File: src/rtl/inference_sequencer_if.sv
// Bundles the host, datapath and result signals of the inference sequencer.
// master = host/datapath side, slave = sequencer side.
interface inference_sequencer_if #(
  parameter int NSTG = 5,
  parameter int CW   = 16
);
  logic            weights_ready;
  logic            kernel_in_valid;
  logic            kernel_wr_en;
  logic            kernel_wr_reject;
  logic            image_in_valid;
  logic            image_in_ready;
  logic            image_load;
  logic [NSTG-1:0] stage_start;
  logic [NSTG-1:0] stage_done;
  logic [NSTG-1:0] stage_busy;
  logic [3:0]      class_in;
  logic [3:0]      class_out;
  logic            class_out_valid;
  logic            class_out_ready;
  logic            err_timeout;
  logic [2:0]      err_stage;
  logic            err_clear;
  logic [CW-1:0]   last_latency;

  modport master (
    output weights_ready, kernel_in_valid, image_in_valid, stage_done,
           class_in, class_out_ready, err_clear,
    input  kernel_wr_en, kernel_wr_reject, image_in_ready, image_load,
           stage_start, stage_busy, class_out, class_out_valid,
           err_timeout, err_stage, last_latency
  );

  modport slave (
    input  weights_ready, kernel_in_valid, image_in_valid, stage_done,
           class_in, class_out_ready, err_clear,
    output kernel_wr_en, kernel_wr_reject, image_in_ready, image_load,
           stage_start, stage_busy, class_out, class_out_valid,
           err_timeout, err_stage, last_latency
  );
endinterface

File: src/rtl/inference_sequencer.sv
// Inference sequencer: accepts an image, walks the datapath stages one at a
// time with start/done handshakes, guards each stage with a timeout, and
// presents the argmax class with a valid/ready handshake.
module inference_sequencer #(
  parameter int NSTG    = 5,
  parameter int TIMEOUT = 4096,
  parameter int CW      = 16
) (
  input logic                  clk,
  input logic                  rst,
  inference_sequencer_if.slave bus
);

  localparam int KW = (NSTG > 1) ? $clog2(NSTG) : 1;

  localparam logic [2:0] S_IDLE     = 3'd0;
  localparam logic [2:0] S_WAIT_IMG = 3'd1;
  localparam logic [2:0] S_RUN      = 3'd2;
  localparam logic [2:0] S_WAIT_OUT = 3'd3;
  localparam logic [2:0] S_ERR      = 3'd4;

  // The stage's (TIMEOUT-1)th cycle is the last one allowed to deliver done;
  // the counter reads TIMEOUT-2 in that cycle.
  localparam logic [CW-1:0] TMO_LAST = CW'(TIMEOUT - 2);
  localparam logic [KW-1:0] K_LAST   = KW'(NSTG - 1);

  logic [2:0]      r_state;
  logic [KW-1:0]   r_k;
  logic [CW-1:0]   r_lat;
  logic [CW-1:0]   r_tmo;
  logic            r_image_in_ready;
  logic [NSTG-1:0] r_stage_start;
  logic [NSTG-1:0] r_stage_busy;
  logic [3:0]      r_class_out;
  logic            r_class_out_valid;
  logic            r_err_timeout;
  logic [2:0]      r_err_stage;
  logic [CW-1:0]   r_last_latency;

  logic            w_img_hs;
  logic            w_in_start;
  logic            w_done_acc;
  logic            w_tmo_hit;
  logic            w_kernel_open;
  logic [CW-1:0]   w_lat_inc;
  logic [NSTG-1:0] w_stage_next;

  assign w_img_hs      = bus.image_in_valid & r_image_in_ready;
  // A done pulse in the same cycle as its start pulse is stale and ignored.
  assign w_in_start    = |r_stage_start;
  assign w_done_acc    = (r_state == S_RUN) & ~w_in_start & bus.stage_done[r_k];
  assign w_tmo_hit     = (r_tmo == TMO_LAST);
  assign w_lat_inc     = (r_lat == {CW{1'b1}}) ? r_lat : r_lat + CW'(1);
  assign w_stage_next  = NSTG'(1) << (r_k + KW'(1));
  assign w_kernel_open = (r_state == S_IDLE) | (r_state == S_WAIT_IMG);

  assign bus.kernel_wr_en     = bus.kernel_in_valid & w_kernel_open;
  assign bus.kernel_wr_reject = bus.kernel_in_valid & ~w_kernel_open;
  assign bus.image_load       = w_img_hs;
  assign bus.image_in_ready   = r_image_in_ready;
  assign bus.stage_start      = r_stage_start;
  assign bus.stage_busy       = r_stage_busy;
  assign bus.class_out        = r_class_out;
  assign bus.class_out_valid  = r_class_out_valid;
  assign bus.err_timeout      = r_err_timeout;
  assign bus.err_stage        = r_err_stage;
  assign bus.last_latency     = r_last_latency;

  // Sequencer FSM with all registered outputs updated alongside the state.
  always_ff @(posedge clk) begin
    if (!rst) begin
      r_state           <= S_IDLE;
      r_k               <= '0;
      r_lat             <= '0;
      r_tmo             <= '0;
      r_image_in_ready  <= 1'b0;
      r_stage_start     <= '0;
      r_stage_busy      <= '0;
      r_class_out       <= '0;
      r_class_out_valid <= 1'b0;
      r_err_timeout     <= 1'b0;
      r_err_stage       <= '0;
      r_last_latency    <= '0;
    end else begin
      r_stage_start <= '0;
      case (r_state)
        S_IDLE: begin
          if (bus.weights_ready) begin
            r_state          <= S_WAIT_IMG;
            r_image_in_ready <= 1'b1;
          end
        end
        S_WAIT_IMG: begin
          // An offered image has already been written, so it wins over
          // weights_ready dropping in the same cycle.
          if (w_img_hs) begin
            r_state          <= S_RUN;
            r_image_in_ready <= 1'b0;
            r_k              <= '0;
            r_stage_start    <= NSTG'(1);
            r_stage_busy     <= NSTG'(1);
            r_lat            <= '0;
            r_tmo            <= '0;
          end else if (!bus.weights_ready) begin
            r_state          <= S_IDLE;
            r_image_in_ready <= 1'b0;
          end
        end
        S_RUN: begin
          r_lat <= w_lat_inc;
          if (w_done_acc) begin
            if (r_k == K_LAST) begin
              r_state           <= S_WAIT_OUT;
              r_class_out       <= bus.class_in;
              r_class_out_valid <= 1'b1;
              r_last_latency    <= w_lat_inc;
              r_stage_busy      <= '0;
            end else begin
              r_k           <= r_k + KW'(1);
              r_stage_start <= w_stage_next;
              r_stage_busy  <= w_stage_next;
              r_tmo         <= '0;
            end
          end else if (w_tmo_hit) begin
            r_state       <= S_ERR;
            r_err_timeout <= 1'b1;
            r_err_stage   <= 3'(r_k);
            r_stage_busy  <= '0;
          end else begin
            r_tmo <= r_tmo + CW'(1);
          end
        end
        S_WAIT_OUT: begin
          if (bus.class_out_ready) begin
            r_state           <= S_WAIT_IMG;
            r_class_out_valid <= 1'b0;
            r_image_in_ready  <= 1'b1;
          end
        end
        S_ERR: begin
          if (bus.err_clear) begin
            r_state       <= S_IDLE;
            r_err_timeout <= 1'b0;
            r_err_stage   <= '0;
          end
        end
        default: begin
          r_state <= S_IDLE;
        end
      endcase
    end
  end

endmodule

File: src/flat_wrapper.sv
// flat-port wrapper written by rule: the top's interface ports become plain ports
module inference_sequencer_flat 
#(
  parameter int NSTG    = 5,
  parameter int TIMEOUT = 4096,
  parameter int CW      = 16
)
  (clk, rst, bus_weights_ready, bus_kernel_in_valid, bus_image_in_valid, bus_stage_done, bus_class_in, bus_class_out_ready, bus_err_clear, bus_kernel_wr_en, bus_kernel_wr_reject, bus_image_in_ready, bus_image_load, bus_stage_start, bus_stage_busy, bus_class_out, bus_class_out_valid, bus_err_timeout, bus_err_stage, bus_last_latency);
  inference_sequencer_if #(.NSTG(NSTG), .CW(CW)) bus_i ();
  input logic clk;
  input logic rst;
  input wire logic [$bits(bus_i.weights_ready)-1:0] bus_weights_ready;
  input wire logic [$bits(bus_i.kernel_in_valid)-1:0] bus_kernel_in_valid;
  input wire logic [$bits(bus_i.image_in_valid)-1:0] bus_image_in_valid;
  input wire logic [$bits(bus_i.stage_done)-1:0] bus_stage_done;
  input wire logic [$bits(bus_i.class_in)-1:0] bus_class_in;
  input wire logic [$bits(bus_i.class_out_ready)-1:0] bus_class_out_ready;
  input wire logic [$bits(bus_i.err_clear)-1:0] bus_err_clear;
  output wire logic [$bits(bus_i.kernel_wr_en)-1:0] bus_kernel_wr_en;
  output wire logic [$bits(bus_i.kernel_wr_reject)-1:0] bus_kernel_wr_reject;
  output wire logic [$bits(bus_i.image_in_ready)-1:0] bus_image_in_ready;
  output wire logic [$bits(bus_i.image_load)-1:0] bus_image_load;
  output wire logic [$bits(bus_i.stage_start)-1:0] bus_stage_start;
  output wire logic [$bits(bus_i.stage_busy)-1:0] bus_stage_busy;
  output wire logic [$bits(bus_i.class_out)-1:0] bus_class_out;
  output wire logic [$bits(bus_i.class_out_valid)-1:0] bus_class_out_valid;
  output wire logic [$bits(bus_i.err_timeout)-1:0] bus_err_timeout;
  output wire logic [$bits(bus_i.err_stage)-1:0] bus_err_stage;
  output wire logic [$bits(bus_i.last_latency)-1:0] bus_last_latency;
  assign bus_i.weights_ready = bus_weights_ready;
  assign bus_i.kernel_in_valid = bus_kernel_in_valid;
  assign bus_i.image_in_valid = bus_image_in_valid;
  assign bus_i.stage_done = bus_stage_done;
  assign bus_i.class_in = bus_class_in;
  assign bus_i.class_out_ready = bus_class_out_ready;
  assign bus_i.err_clear = bus_err_clear;
  assign bus_kernel_wr_en = bus_i.kernel_wr_en;
  assign bus_kernel_wr_reject = bus_i.kernel_wr_reject;
  assign bus_image_in_ready = bus_i.image_in_ready;
  assign bus_image_load = bus_i.image_load;
  assign bus_stage_start = bus_i.stage_start;
  assign bus_stage_busy = bus_i.stage_busy;
  assign bus_class_out = bus_i.class_out;
  assign bus_class_out_valid = bus_i.class_out_valid;
  assign bus_err_timeout = bus_i.err_timeout;
  assign bus_err_stage = bus_i.err_stage;
  assign bus_last_latency = bus_i.last_latency;
  inference_sequencer #(.NSTG(NSTG), .TIMEOUT(TIMEOUT), .CW(CW)) u_core (.clk(clk), .rst(rst), .bus(bus_i));
endmodule
File: config.mk
export PLATFORM = sky130hd
export DESIGN_NAME = inference_sequencer_flat
export DESIGN_NICKNAME = d
export VERILOG_FILES = /design/src/rtl/inference_sequencer_if.sv /design/src/rtl/inference_sequencer.sv /design/src/flat_wrapper.sv
export SDC_FILE = /design/constraint.sdc
export NUM_CORES = 1
export LEC_CHECK = 0
export ABC_AREA = 1
export BUFFER_PORTS_ARGS = -buffer_cell sky130_fd_sc_hd__buf_2
export CAP_MARGIN = 20
export CORE_MARGIN = 2
export CORE_UTILIZATION = 58
export DETAILED_ROUTE_END_ITERATION = 7
export PLACE_DENSITY = 0.8
export RECOVER_POWER = 100
export SLEW_MARGIN = 0
export SYNTH_ARGS = -nofsm -noshare
export SYNTH_HDL_FRONTEND = slang
export SYNTH_SLANG_ARGS = --single-unit
File: constraint.sdc
create_clock -name clk -period 2.2 [get_ports clk]
set_input_delay 0.44 -clock clk [delete_from_list [all_inputs] [get_ports clk]]
set_output_delay 0.44 -clock clk [all_outputs]
set_load 0.01 [all_outputs]
==> results of run 1 <==
placed cells by master, fill, tap and decap left out, types with 2 or more instances in the layout:
master	count
inv_6	3
nor3_1	11
buf_2	15
nand2_2	5
o21ai_0	31
clkbuf_8	9
nor3b_1	2
buf_4	7
ha_1	8
nand2_1	155
inv_2	3
dfxtp_1	74
nor2_1	113
xnor2_1	3
nor2_4	2
nand4_1	12
clkbuf_1	40
nand3b_1	3
nand3_1	54
inv_1	59
clkbuf_2	2
nor2_2	3
or2_2	4
xor2_1	5
a21oi_1	44
registers in the layout, summed over array words and instances (netlist names):
register                    count
u_core.bus.err_stage            3
u_core.bus.err_timeout          1
u_core.bus.class_out            4
u_core.bus.stage_busy           5
u_core.bus.image_in_ready       1
u_core.r_tmo                   16
u_core.r_k                      3
u_core.r_lat                   16
u_core.bus.stage_start          5
u_core.bus.class_out_valid      1
u_core.bus.last_latency        16
u_core.r_state                  3
critical path, cell delays in order (launching register included):
cell and delay [ps]:
dfxtp_1 440, ha_1 260, nand3_1 90, nor3_1 240, nand3_1 310, o21ai_0 390
nand2_1 90, a21oi_1 120
layer usage:
metal	vias up	routed length, µm	GRT usage (%)
met4	0	376	14.97
met2	139	4874	48.44
met3	32	469	4.360
met1	1917	4334	32.54
met5	-	0	0
li1	2097	-	-
stage by stage:
stage                     power (W)  utilization [%]  instances  cell area, µm²
after floorplan            0.002245                -        618            4005
after global placement     0.002458            64.52        744            4359
after detailed placement   0.002487            64.52        744            4359
after CTS                  0.003484            67.22        760            4542
after global routing       0.003625            65.94        760            4456
final                      0.003431            65.94        760            4456
power groups by stage:
stage                     Clock (W)  Combinational, W  Sequential [W]
final                       0.00101          0.000908         0.00151
after global routing        0.00108           0.00102         0.00152
after CTS                   0.00102          0.000953         0.00151
after detailed placement          0          0.000945         0.00154
after global placement            0          0.000922         0.00154
after floorplan                   0          0.000689         0.00156
worst max-delay path by stage:
stage | start | end | slack [ps] | depth (start not counted)
2_1_floorplan | u_core.r_lat[0] | u_core.bus.last_latency[0] | 610 | 7
3_3_place_gp | u_core.r_state[0] | u_core.r_tmo[7] | 330 | 8
3_5_place_dp | u_core.r_state[0] | u_core.r_tmo[9] | 250 | 8
4_1_cts | u_core.r_k[0] | u_core.r_tmo[10] | 210 | 9
5_1_grt | u_core.r_state[1] | u_core.r_tmo[9] | 20 | 10
6_report | u_core.r_lat[0] | u_core.r_lat[1] | 190 | 7
area by class of cell:
type                    count  area, µm²
well taps                  80      100.1
clock inverters             7      58.81
multi-input cells         464       2171
flip-flops and latches     74       1481
fillers                   647       2301
inverters                  62      232.7
repair buffers             64      287.8
clock buffers               9      123.9
logic make-up (layout without fill, tap and decap cells):
kind of cell | after synthesis | count (layout) | share of synthesized area (%)
AOI/OAI and AO/OA | 78 | 78 | 9.903
buffers and inverters | 80 | 142 | 8.091
adders and majority gates | 8 | 8 | 2.499
xor gates and xnor gates | 8 | 8 | 1.750
DFF | 74 | 74 | 36.99
and+or+nand+nor | 370 | 370 | 40.77
==> flow_metrics.py, run 1 <==
metrics = {
    "run_status": {
        "outcome": "complete, no violations",
    },
    "worst_setup_path": {
        "cp_max_fo": 7,
        "r2r_cells": 7,
        "worstSetupStartpointType": "flip-flop",
        "r2r_start": "u_core.r_lat[0]",
        "crit_type": "flip-flop to flip-flop",
        "endpoint_kind": "flip-flop",
        "worstPathArrival_ps": 2310,
        "cp.required_ps": 2500,
        "reg2reg_to": "u_core.r_lat[1]",
        "reg2reg_slack_ps": 190,
    },
    "clock_tree": {
        "htree_levels": 3,
        "cts_setup_buffers": 0,
        "cts_made_buffers": 9,
        "clock_latency_ps": 370,
        "cts-root-buf": "clkbuf_8",
        "clk_pin_slew_worst_paths_ps": 90,
        "cts_num_sinks": 74,
        "cts_tree": "yes",
        "cts_hold_buf": 0,
        "clock_path_buffers": 2,
        "cts.repair.resized": 0,
    },
    "cells_and_area": {
        "syn_to_final_growth_pct": 11.25,
        "layout.nets": 699,
        "insertedDiodeCount": 0,
        "drive_gt1_share_pct": 8.824,
    },
    "floorplanning": {
        "die-area_um2": 7586,
        "fp.dieH_um": 87.10,
        "core_um2": 6756,
        "rows": 30,
        "io_pins": 55,
        "start_util_pct": 59.28,
        "die_w_um": 87.10,
    },
    "power": {
        "ir_drop_mv": 0.3920,
        "p_clk_share_pct": 29.4,
        "cellLeakagePower_nw": 1.821,
        "seqPwrFrac_pct": 44.1,
        "switching_share_pct": 38.20,
        "p_switching_w": 0.001311,
        "power_density_nw_per_um2": 770.1,
        "internal-power_w": 0.002120,
        "combPwrFrac_pct": 26.5,
    },
    "min_path": {
        "hold_end": "u_core.bus.class_out[2]",
        "min_path_cells": 3,
        "hold_path_class": "input pin to flip-flop",
        "holdCritStartpoint": "bus_class_in[2]",
    },
    "synthesis": {
        "yosysSeqAreaShare_pct": 36.99,
        "yosysTopAreaCell": "dfxtp_1",
        "netlist_area_um2": 4005,
        "synthesis.instances": 618,
        "ys_warn_count": 0,
        "synth_ff_type": "dfxtp_1",
        "syn-num-nets": 642,
        "postSynthAreaPerCell_um2": 6.481,
        "synth_top_cell_area_share_pct": 36.99,
        "yosys-top-cells-area": "dfxtp_1 (37%), nand2_1 (15%), nor2_1 (11%), nand3_1 (6.6%), inv_1 (5.5%)",
        "ys_seq_elements": 74,
        "async_reset_ff_share_pct": 0,
        "synthTopCellsByCount": "nand2_1 (155), nor2_1 (113), dfxtp_1 (74)",
        "yosysMostFrequentCell": "nand2_1",
        "synth_cell_type_count": 34,
        "synth-edff-count": 0,
    },
    "global_route": {
        "first_global_vias": 3869,
        "overflow": 0,
        "antenna_found_initial": 0,
        "grt_max_degree": 34,
        "grt_pass1_wl_um": 16710,
        "track_usage_pct": 27.77,
    },
    "timing": {
        "setup_viol": 0,
        "grt_setup_unrepaired": "no",
        "max_freq_ghz": 0.4975,
        "whs_ps": 288.3,
        "period_needed_ps": 2010,
        "setup_slack_ps": 189.8,
        "slew_viol_final": 0,
        "fin_skew_ps": 13.05,
        "tns_ps": 0,
        "relSlewSlack_pct": 67.03,
        "tightestPinTransition_ps": 492.7,
        "fin_crit_sh_pct": 91.37,
        "hold_violations": 0,
    },
    "run": {
        "maxCapViolations": 0,
    },
    "detailed_routing": {
        "drt_wl_total_um": 10050,
        "route.antenna.remaining_nets": 0,
        "drtIter0Drc": 262,
        "vias_per_cell": 5.507,
        "wl_per_cell_um": 13.23,
        "drc": 0,
        "via_count": 4185,
        "first_pass_iters": 5,
    },
    "placement": {
        "gp_congestion": 0.9149,
        "dp_slack_ps": 249.5,
        "dp_hpwl_um": 7331,
        "port_buffers": 54,
    },
}
Note: power is estimated with default switching activity, not from simulation.
==> run 2, diff against run 1 <==
--- a/config.mk
+++ b/config.mk
@@ -12,7 +12,6 @@
 export CORE_UTILIZATION = 58
 export DETAILED_ROUTE_END_ITERATION = 7
 export PLACE_DENSITY = 0.8
-export RECOVER_POWER = 100
 export SLEW_MARGIN = 0
 export SYNTH_ARGS = -nofsm -noshare
 export SYNTH_HDL_FRONTEND = slang
==> run 2 against run 1 <==
Against the previous run: sequential cell count unchanged; register-to-register slack better by 20 ps; utilization up 1.3 points; first-iteration DRC count up 8.4%; routed wire length down 0.26%; clock skew about the same; clock power about the same; critical path type unchanged; largest cell class unchanged; largest power group unchanged.
==> flow_metrics.py, run 2 (synthesis gave the netlist of run 1 again) <==
metrics = {
    "run_status": {
        "outcome": "complete, no violations",
    },
    "power": {
        "seqPwrFrac_pct": 43.6,
        "p_switching_w": 0.001317,
        "combPwrFrac_pct": 27.4,
        "switching_share_pct": 37.98,
        "cellLeakagePower_nw": 2.014,
        "power_density_nw_per_um2": 763.7,
        "ir_drop_mv": 0.3798,
        "p_clk_share_pct": 29.1,
        "internal-power_w": 0.002151,
    },
    "clock_tree": {
        "clock_path_buffers": 2,
        "cts-root-buf": "clkbuf_8",
        "cts_num_sinks": 74,
        "cts.repair.resized": 0,
        "clk_pin_slew_worst_paths_ps": 90,
        "cts_setup_buffers": 0,
        "cts_made_buffers": 9,
        "cts_hold_buf": 0,
        "htree_levels": 3,
        "cts_tree": "yes",
        "clock_latency_ps": 370,
    },
    "timing": {
        "setup_slack_ps": 212.1,
        "relSlewSlack_pct": 68.02,
        "tns_ps": 0,
        "slew_viol_final": 0,
        "setup_viol": 0,
        "period_needed_ps": 1988,
        "max_freq_ghz": 0.5030,
        "grt_setup_unrepaired": "no",
        "hold_violations": 0,
        "tightestPinTransition_ps": 474.7,
        "fin_skew_ps": 13.11,
        "fin_crit_sh_pct": 90.36,
    },
    "worst_setup_path": {
        "crit_type": "flip-flop to flip-flop",
        "reg2reg_to": "u_core.r_tmo[9]",
        "cp_top_family": "simple AND/OR/NAND/NOR gates",
        "r2r_start": "u_core.r_k[0]",
        "endpoint_kind": "flip-flop",
        "worst_path_max_delay_cell": "dfxtp_1",
        "cp_max_fo": 18,
        "crit_chain": "inv_2 -> ha_1 -> nand2_1 -> nor2_1 -> nor2_2 -> nand2_2 -> nand2_2 -> nand2_1 -> a21oi_1",
        "r2r_cells": 9,
        "worstPathArrival_ps": 2280,
        "cp.required_ps": 2490,
        "worstSetupStartpointType": "flip-flop",
        "reg2reg_slack_ps": 210,
        "crit_buf_inv": 1,
        "cp_slowest_stage_delay_ps": 500,
    },
    "detailed_routing": {
        "drt_wl_total_um": 10030,
        "route.antenna.remaining_nets": 0,
        "wl_per_cell_um": 13.19,
        "via_count": 4156,
        "drc": 0,
        "first_pass_iters": 5,
        "drtIter0Drc": 284,
        "vias_per_cell": 5.468,
    },
    "placement": {
        "dp_slack_ps": 249.5,
        "placedCellCount": 744,
        "place_area_um2": 4359,
        "dp_hpwl_um": 7331,
        "port_buffers": 54,
        "gp_congestion": 0.9149,
    },
    "min_path": {
        "hold_end": "u_core.bus.class_out[2]",
        "holdCritStartpoint": "bus_class_in[2]",
        "min_path_cells": 3,
        "hold_path_class": "input pin to flip-flop",
    },
    "cells_and_area": {
        "nFillCells": 619,
        "insertedDiodeCount": 0,
        "multi_input_area_um2": 2200,
        "layout_commonest_cell": "nand2_1",
        "fin_area_um2": 4542,
        "syn_to_final_growth_pct": 13.40,
        "drive_gt1_share_pct": 15.15,
        "layout_common_cells": "nand2_1 (155), nor2_1 (113), dfxtp_1 (74)",
        "finalNonFillerCells": 760,
        "regArea_um2": 1481,
        "layout.nets": 699,
    },
    "global_route": {
        "overflow": 0,
        "antenna_found_initial": 0,
        "grt_max_degree": 34,
        "grt_pass1_wl_um": 16710,
        "first_global_vias": 3869,
        "track_usage_pct": 27.77,
    },
    "floorplanning": {
        "io_pins": 55,
        "die_w_um": 87.10,
        "core_um2": 6756,
        "rows": 30,
        "die-area_um2": 7586,
        "fp.dieH_um": 87.10,
        "start_util_pct": 59.28,
    },
    "run": {
        "maxCapViolations": 0,
    },
}
==> run 2: worst max-delay path by stage <==
stage	startpoint	to	depth (start not counted)	slack, ps
after global routing	u_core.r_k[0]	u_core.r_tmo[9]	9	30
after CTS	u_core.r_k[0]	u_core.r_tmo[10]	9	210
after global placement	u_core.r_state[0]	u_core.r_tmo[7]	8	330
after detailed placement	u_core.r_state[0]	u_core.r_tmo[9]	8	250
after floorplan	u_core.r_lat[0]	u_core.bus.last_latency[0]	7	610
final	u_core.r_k[0]	u_core.r_tmo[9]	9	210
==> run 2: power groups by stage <==
stage / Sequential [W] / Clock, W / Combinational, W
floorplan: 0.00156 / 0 / 0.000689
global placement: 0.00154 / 0 / 0.000922
detailed placement: 0.00154 / 0 / 0.000945
CTS: 0.00151 / 0.00102 / 0.000953
global route: 0.00152 / 0.00108 / 0.00107
finish: 0.00151 / 0.00101 / 0.000949
==> run 2: final cells by class <==
cell class | instances | area share (%)
Multi-Input combinational cell | 464 | 48.43
Sequential cell | 74 | 32.62
Timing Repair Buffer | 64 | 7.603
Inverter | 62 | 5.124
Clock buffer | 9 | 2.727
Tap cell | 80 | 2.204
Clock inverter | 7 | 1.295
==> run 2: worst min-delay path, delay by kind of cell <==
kind	cells	cell delay, ps
simple gates	2	110
buf+inv	1	80
==> run 2: metrics by stage <==
step | util [%] | hold slack [ps] | power [W]
2_1_floorplan | - | 454.9 | 0.002245
5_1_grt | 67.22 | 295.0 | 0.003668
3_3_place_gp | 64.52 | 436.5 | 0.002458
4_1_cts | 67.22 | 291.6 | 0.003484
6_report | 67.22 | 288.5 | 0.003469
3_5_place_dp | 64.52 | 447.7 | 0.002487
==> run 2: metal layers <==
| layer | track usage [%] | up-vias | part of all wire [%] |
|---|---|---|---|
| met5 | 0 | - | 0 |
| met4 | 14.97 | 0 | 3.6 |
| met3 | 4.360 | 30 | 5.1 |
| met2 | 48.44 | 131 | 49 |
| met1 | 32.54 | 1901 | 42 |
| li1 | - | 2094 | - |
